[src/rtl/lsu_pipelined_pkg.sv]
// Shared types and lane helpers for the pipelined load/store unit.
// The helpers work at 64-bit width and callers truncate to their own DATA_W.
package lsu_pkg;

   typedef enum logic [1:0] {
      SZ_B = 2'b00,
      SZ_H = 2'b01,
      SZ_W = 2'b10,
      SZ_D = 2'b11
   } size_e;

   // rd is sized for the widest register index the unit supports (8 bits)
   typedef struct packed {
      logic       we;
      logic [7:0] rd;
      size_e      size;
      logic       is_unsigned;
      logic [2:0] offset;
   } resp_entry_t;

   function automatic logic [7:0] be_mask(size_e size, logic [2:0] offset);
      logic [7:0] m;
      case (size)
         SZ_B:    m = 8'h01;
         SZ_H:    m = 8'h03;
         SZ_W:    m = 8'h0F;
         default: m = 8'hFF;
      endcase
      return m << offset;
   endfunction

   function automatic logic [63:0] lane_shift(logic [63:0] data, logic [2:0] offset);
      return data << {offset, 3'b000};
   endfunction

   function automatic logic [63:0] load_format(logic [63:0] data, logic [2:0] offset,
                                               size_e size, logic is_unsigned);
      logic [63:0] s;
      logic [63:0] r;
      s = data >> {offset, 3'b000};
      case (size)
         SZ_B:    r = is_unsigned ? {56'b0, s[7:0]}  : {{56{s[7]}},  s[7:0]};
         SZ_H:    r = is_unsigned ? {48'b0, s[15:0]} : {{48{s[15]}}, s[15:0]};
         SZ_W:    r = is_unsigned ? {32'b0, s[31:0]} : {{32{s[31]}}, s[31:0]};
         default: r = s;
      endcase
      return r;
   endfunction

endpackage

[src/rtl/lsu_pipelined_if.sv]
// Memory-side bus of the load/store unit: request channel plus in-order response channel.
interface lsu_pipelined_if #(
   parameter int ADDR_W = 32,
   parameter int DATA_W = 32
);
   logic                  proc_req;
   logic                  we;
   logic [ADDR_W-1:0]     addr;
   logic [DATA_W-1:0]     wdata;
   logic [DATA_W/8-1:0]   be;
   logic                  mem_rdy;
   logic                  valid;
   logic [DATA_W-1:0]     rdata;

   modport master (output proc_req, we, addr, wdata, be, input mem_rdy, valid, rdata);
   modport slave  (input proc_req, we, addr, wdata, be, output mem_rdy, valid, rdata);
endinterface

[src/rtl/lsu_pipelined_resp_fifo.sv]
// In-order FIFO of issued-but-unanswered accesses, with occupancy count.
module lsu_resp_fifo
   import lsu_pkg::*;
#(
   parameter int DEPTH = 2
) (
   input  logic                         clk,
   input  logic                         rst,
   input  logic                         push_i,
   input  resp_entry_t                  entry_i,
   input  logic                         pop_i,
   output resp_entry_t                  head_o,
   output logic [$clog2(DEPTH+1)-1:0]   count_o
);
   localparam int PTR_W = (DEPTH > 1) ? $clog2(DEPTH) : 1;
   localparam int CNT_W = $clog2(DEPTH+1);

   resp_entry_t        mem_q [DEPTH];
   logic [PTR_W-1:0]   wr_ptr_q;
   logic [PTR_W-1:0]   rd_ptr_q;
   logic [CNT_W-1:0]   count_q;

   assign head_o  = mem_q[rd_ptr_q];
   assign count_o = count_q;

   // Pointers wrap explicitly so DEPTH=1 works with a 1-bit pointer
   always_ff @(posedge clk or posedge rst) begin
      if (rst) begin
         wr_ptr_q <= '0;
         rd_ptr_q <= '0;
         count_q  <= '0;
         for (int i = 0; i < DEPTH; i++) mem_q[i] <= '0;
      end else begin
         if (push_i) begin
            mem_q[wr_ptr_q] <= entry_i;
            wr_ptr_q <= (wr_ptr_q == PTR_W'(DEPTH-1)) ? '0 : wr_ptr_q + PTR_W'(1);
         end
         if (pop_i)
            rd_ptr_q <= (rd_ptr_q == PTR_W'(DEPTH-1)) ? '0 : rd_ptr_q + PTR_W'(1);
         case ({push_i, pop_i})
            2'b10:   count_q <= count_q + CNT_W'(1);
            2'b01:   count_q <= count_q - CNT_W'(1);
            default: count_q <= count_q;
         endcase
      end
   end
endmodule

[src/rtl/lsu_pipelined.sv]
// MEM-stage load/store unit: accepts core ops, issues them through a one-entry issue
// register, tracks outstanding accesses and formats load results in order.
module lsu_pipelined
   import lsu_pkg::*;
#(
   parameter int ADDR_W         = 32,
   parameter int DATA_W         = 32,
   parameter int REG_W          = 5,
   parameter int MAX_OUT        = 2,
   parameter int BLOCKING_LOADS = 1
) (
   input  logic                 clk,
   input  logic                 rst,
   input  logic                 req_i,
   input  logic                 we_i,
   input  logic [1:0]           size_i,
   input  logic                 unsigned_i,
   input  logic [ADDR_W-1:0]    addr_i,
   input  logic [DATA_W-1:0]    wdata_i,
   input  logic [REG_W-1:0]     rd_i,
   output logic                 stall_o,
   output logic                 misalign_o,
   lsu_pipelined_if.master      mem,
   output logic                 load_valid_o,
   output logic [DATA_W-1:0]    load_data_o,
   output logic [REG_W-1:0]     load_dest_o
);
   localparam int BE_W  = DATA_W/8;
   localparam int OFF_W = $clog2(BE_W);
   localparam int CNT_W = $clog2(MAX_OUT+1);

   size_e               size;
   logic [2:0]          offset;
   logic                bad;
   logic                handshake, accept, load_pending, pop;
   resp_entry_t         new_entry, head;
   logic [CNT_W-1:0]    count;

   logic                issue_q, we_q, misalign_q, load_valid_q;
   logic [ADDR_W-1:0]   addr_q;
   logic [DATA_W-1:0]   wdata_q, load_data_q;
   logic [BE_W-1:0]     be_q;
   logic [REG_W-1:0]    load_dest_q;
   resp_entry_t         meta_q;
   logic [CNT_W-1:0]    loads_q;

   assign size   = size_e'(size_i);
   assign offset = 3'(addr_i[OFF_W-1:0]);

   always_comb begin
      bad = 1'b0;
      case (size)
         SZ_H:    bad = addr_i[0];
         SZ_W:    bad = (addr_i[1:0] != 2'b00);
         SZ_D:    bad = (DATA_W != 64) || (addr_i[2:0] != 3'b000);
         default: bad = 1'b0;
      endcase
   end

   assign new_entry = '{we: we_i, rd: 8'(rd_i), size: size, is_unsigned: unsigned_i, offset: offset};

   // Stall deliberately ignores a pop arriving this cycle; freed slots are seen next cycle
   assign handshake    = issue_q && mem.mem_rdy;
   assign load_pending = (issue_q && !meta_q.we) || (loads_q != '0);
   assign stall_o      = req_i && ((issue_q && !handshake)
                                   || ((32'(count) + 32'(issue_q)) >= 32'(MAX_OUT))
                                   || ((BLOCKING_LOADS != 0) && load_pending));
   assign accept       = req_i && !stall_o;
   assign pop          = mem.valid && (count != '0);

   // Issue register refills on the handshake edge so back-to-back ops see no bubble
   always_ff @(posedge clk or posedge rst) begin
      if (rst) begin
         issue_q    <= 1'b0;
         we_q       <= 1'b0;
         addr_q     <= '0;
         wdata_q    <= '0;
         be_q       <= '0;
         meta_q     <= '0;
         misalign_q <= 1'b0;
      end else begin
         misalign_q <= accept && bad;
         if (accept && !bad) begin
            issue_q <= 1'b1;
            we_q    <= we_i;
            addr_q  <= {addr_i[ADDR_W-1:OFF_W], {OFF_W{1'b0}}};
            wdata_q <= DATA_W'(lane_shift(64'(wdata_i), offset));
            be_q    <= BE_W'(be_mask(size, offset));
            meta_q  <= new_entry;
         end else if (handshake) begin
            issue_q <= 1'b0;
         end
      end
   end

   lsu_resp_fifo #(.DEPTH(MAX_OUT)) u_fifo (
      .clk     (clk),
      .rst     (rst),
      .push_i  (handshake),
      .entry_i (meta_q),
      .pop_i   (pop),
      .head_o  (head),
      .count_o (count)
   );

   // Loads in flight drive the blocking-load stall; stores pop without a writeback
   always_ff @(posedge clk or posedge rst) begin
      if (rst) begin
         loads_q      <= '0;
         load_valid_q <= 1'b0;
         load_data_q  <= '0;
         load_dest_q  <= '0;
      end else begin
         case ({handshake && !meta_q.we, pop && !head.we})
            2'b10:   loads_q <= loads_q + CNT_W'(1);
            2'b01:   loads_q <= loads_q - CNT_W'(1);
            default: loads_q <= loads_q;
         endcase
         load_valid_q <= pop && !head.we;
         if (pop && !head.we) begin
            load_data_q <= DATA_W'(load_format(64'(mem.rdata), head.offset, head.size,
                                               head.is_unsigned));
            load_dest_q <= REG_W'(head.rd);
         end
      end
   end

   assign mem.proc_req  = issue_q;
   assign mem.we        = we_q;
   assign mem.addr      = addr_q;
   assign mem.wdata     = wdata_q;
   assign mem.be        = be_q;
   assign misalign_o    = misalign_q;
   assign load_valid_o  = load_valid_q;
   assign load_data_o   = load_data_q;
   assign load_dest_o   = load_dest_q;
endmodule

[src/flat_wrapper.sv]
// flat-port wrapper written by rule: the top's interface ports become plain ports
module lsu_pipelined_flat import lsu_pkg::*;
#(
   parameter int ADDR_W         = 32,
   parameter int DATA_W         = 32,
   parameter int REG_W          = 5,
   parameter int MAX_OUT        = 2,
   parameter int BLOCKING_LOADS = 1
)
  (clk, rst, req_i, we_i, size_i, unsigned_i, addr_i, wdata_i, rd_i, stall_o, misalign_o, load_valid_o, load_data_o, load_dest_o, mem_proc_req, mem_we, mem_addr, mem_wdata, mem_be, mem_mem_rdy, mem_valid, mem_rdata);
  lsu_pipelined_if #(.ADDR_W(ADDR_W), .DATA_W(DATA_W)) mem_i ();
  input  logic clk;
  input  logic rst;
  input  logic req_i;
  input  logic we_i;
  input  logic [1:0] size_i;
  input  logic unsigned_i;
  input  logic [ADDR_W-1:0] addr_i;
  input  logic [DATA_W-1:0] wdata_i;
  input  logic [REG_W-1:0] rd_i;
  output logic stall_o;
  output logic misalign_o;
  output logic load_valid_o;
  output logic [DATA_W-1:0] load_data_o;
  output logic [REG_W-1:0] load_dest_o;
  output wire logic [$bits(mem_i.proc_req)-1:0] mem_proc_req;
  output wire logic [$bits(mem_i.we)-1:0] mem_we;
  output wire logic [$bits(mem_i.addr)-1:0] mem_addr;
  output wire logic [$bits(mem_i.wdata)-1:0] mem_wdata;
  output wire logic [$bits(mem_i.be)-1:0] mem_be;
  input wire logic [$bits(mem_i.mem_rdy)-1:0] mem_mem_rdy;
  input wire logic [$bits(mem_i.valid)-1:0] mem_valid;
  input wire logic [$bits(mem_i.rdata)-1:0] mem_rdata;
  assign mem_proc_req = mem_i.proc_req;
  assign mem_we = mem_i.we;
  assign mem_addr = mem_i.addr;
  assign mem_wdata = mem_i.wdata;
  assign mem_be = mem_i.be;
  assign mem_i.mem_rdy = mem_mem_rdy;
  assign mem_i.valid = mem_valid;
  assign mem_i.rdata = mem_rdata;
  lsu_pipelined #(.ADDR_W(ADDR_W), .DATA_W(DATA_W), .REG_W(REG_W), .MAX_OUT(MAX_OUT), .BLOCKING_LOADS(BLOCKING_LOADS)) u_core (.clk(clk), .rst(rst), .req_i(req_i), .we_i(we_i), .size_i(size_i), .unsigned_i(unsigned_i), .addr_i(addr_i), .wdata_i(wdata_i), .rd_i(rd_i), .stall_o(stall_o), .misalign_o(misalign_o), .mem(mem_i), .load_valid_o(load_valid_o), .load_data_o(load_data_o), .load_dest_o(load_dest_o));
endmodule
[config.mk]
export PLATFORM = sky130hd
export DESIGN_NAME = lsu_pipelined_flat
export DESIGN_NICKNAME = d
export VERILOG_FILES = /design/src/rtl/lsu_pipelined_pkg.sv /design/src/rtl/lsu_pipelined_if.sv /design/src/rtl/lsu_pipelined_resp_fifo.sv /design/src/rtl/lsu_pipelined.sv /design/src/flat_wrapper.sv
export SDC_FILE = /design/constraint.sdc
export NUM_CORES = 1
export LEC_CHECK = 0
export CORE_MARGIN = 2
export CORE_UTILIZATION = 51
export DETAILED_ROUTE_END_ITERATION = 8
export PLACE_DENSITY_LB_ADDON = 0.12
export SLEW_MARGIN = 0
export SYNTH_ARGS = -nofsm -noshare
export SYNTH_HDL_FRONTEND = slang
export SYNTH_HIERARCHICAL = 1
export SYNTH_SLANG_ARGS = --single-unit
[constraint.sdc]
create_clock -name clk -period 8.7 [get_ports clk]
set_input_delay 1.74 -clock clk [delete_from_list [all_inputs] [get_ports clk]]
set_output_delay 1.74 -clock clk [all_outputs]
set_load 0.01 [all_outputs]
==> qor.csv <==
metric;value;unit
total wire length;17300;um
CP endpoint kind;output port;
worst path cell trace;clkdlybuf4s50_1 -> nand3b_1 -> a2111oi_4 -> nor2b_1 -> clkdlybuf4s50_1;
worst path required time;6.96;ns
boundary pin count;220;
via count;5168;
synthesis-to-layout area growth;40.6;%
Initial Util;52.3;%
Mapped Area;0.00693;mm^2
drt first pass iters;4;
outcome;finished, final reports clean;
Final Hold Fails;0;
fillers;948;
vias per cell;5.41;
Worst path max stage delay;0.50;ns
Cells after DPL;923;
first-pass GRT wire length;27600;um
CTS resizes;0;
die height;121;um
Place WS;3.48;ns
sum of negative setup slack;0;ns
share of cells above drive strength 1;20.2;%
Core Area;0.0132;mm^2
final setup margin;3.52;ns
worst hold start;u_core/load_dest_o[0];
CTS clk-pin slew, worst paths;0.06;ns
GPL Wtd Cong;0.836;
gr usage total;24.3;%
crit path DAT;3.44;ns
Multi-input gate area;0.00302;mm^2
Final Non-Filler Cells;955;
Row Count;42;
total global routing overflow;0;
die area;0.0145;mm^2
RSZ-0062 raised after global routing;false;
Yosys Warn Count;6;
slew margin rel.;28.5;%
H-tree depth;4;
vias in the first global route;5350;
CTS tree;built;
Top cell by count, worst path;clkdlybuf4s50_1;
Power Dens Cells;348;mW/mm^2
Setup Skew;0.00788;ns
drt drc;0;
Final setup viols;0;
worst skew pair latency;0.41;ns
DR iter-0 viols;416;
Setup Buffers After CTS;0;
WHS;0.477;ns
Ant. Diodes;0;
Crit. Startpoint;mem_mem_rdy;
fin crit share;59.5;%
maximum clock frequency;193;MHz
Die W;121;um
leak pwr;4.33;nW
largest net degree at the start of global routing;65;
root buffer cell;clkbuf_16;
critical path's slowest cell;clkdlybuf4s50_1;
reg2reg start;u_core/u_fifo/rd_ptr_q;
Post-Syn Area per Cell;12.4;um^2
crit-path max FO;3;
wire per inst;18.1;um
Seq. cell area;0.00368;mm^2
VDD IR-drop max;0.185;mV
Worst-Margin Slew;1.07;ns
antenna viol nets, final;0;
worst hold path type;flop to flop;
max-slew violations;0;
CTS Buffer Depth;2;
DP HPWL;12100;um
most used cells in the layout excluding fill and tap cells;clkdlybuf4s50_1, dfrtp_1, mux2_2, nand2_1, mux2i_1;
clk sinks;147;
Crit path max-delay family;buffers and inverters;
MaxCap Viol Count;0;
Setup crit start kind;primary input;
fin crit period;5.18;ns
critical path class;primary input to output port;
Inserted Clock Buffers;17;
CTS Hold Bufs;0;
fin nets;878;
Mapped Cells;558;
I/O Buffers;217;
CP bufs+invs;2;
initial antenna violation count;0;
most common cell after layout, fill and taps aside;clkdlybuf4s50_1;
through the flow:
step	area, um^2	power, mW	util [%]
after global routing	9750	3.59	73.6
after floorplan	6940	2.01	-
after CTS	9750	3.41	73.6
final	9750	3.39	73.6
after global placement	9180	2.64	69.3
after detailed placement	9180	2.70	69.3
cell type report:
| cell class | count | area share (%) |
|---|---|---|
| multi-input cells | 364 | 30.9 |
| repair buffers | 222 | 22.7 |
| clock buffers | 23 | 5.01 |
| clock inverters | 9 | 0.809 |
| flip-flops and latches | 147 | 37.7 |
| inverters | 14 | 0.565 |
| well taps | 176 | 2.26 |
path summary, 6_finish.rpt:
check,end,slack (ns),depth (start not counted)
max,stall_o,3.52,5
min,u_core/load_dest_o[0],0.48,2
max reg2reg,u_core/load_data_o[19],5.48,5
min reg2reg,u_core/load_dest_o[0],0.48,2
max in group asynchronous,u_core/mem.be[2],5.55,3
min in group asynchronous,u_core/meta_q[6],1.82,2
report_power, final:
part	internal [mW]	total, mW	switching, mW
Combinational	0.859	1.49	0.632
Clock	0.422	0.697	0.275
Sequential	1.00	1.20	0.202
state kept, by name, indices dropped and copies added, names as in the netlist:
name                    cells
u_core/load_data_o         32
u_core/load_dest_o          5
u_core/load_valid_o         1
u_core/loads_q              2
u_core/mem.addr            30
u_core/mem.be               4
u_core/mem.proc_req         1
u_core/mem.wdata           32
u_core/meta_q              11
u_core/misalign_o           1
u_core/u_fifo/count_o       2
u_core/u_fifo/mem_q        24
u_core/u_fifo/rd_ptr_q      1
u_core/u_fifo/wr_ptr_q      1
worst min-delay path: cells and delay by family (launching register included):
family / cells / cell delay, ns
flip-flops: 1 / 0.34
AND/OR/NAND/NOR: 2 / 0.11
per-layer routing:
layer	routed length (um)	global-route usage (%)	part of all wire [%]	vias up
met5	0	0	0	-
met4	275	8.28	1.6	0
met3	1310	7.88	7.6	23
met2	8680	40.3	50	183
met1	7020	30.1	41	2566
li1	-	-	-	2396
Note: power is estimated with default switching activity, not from simulation.
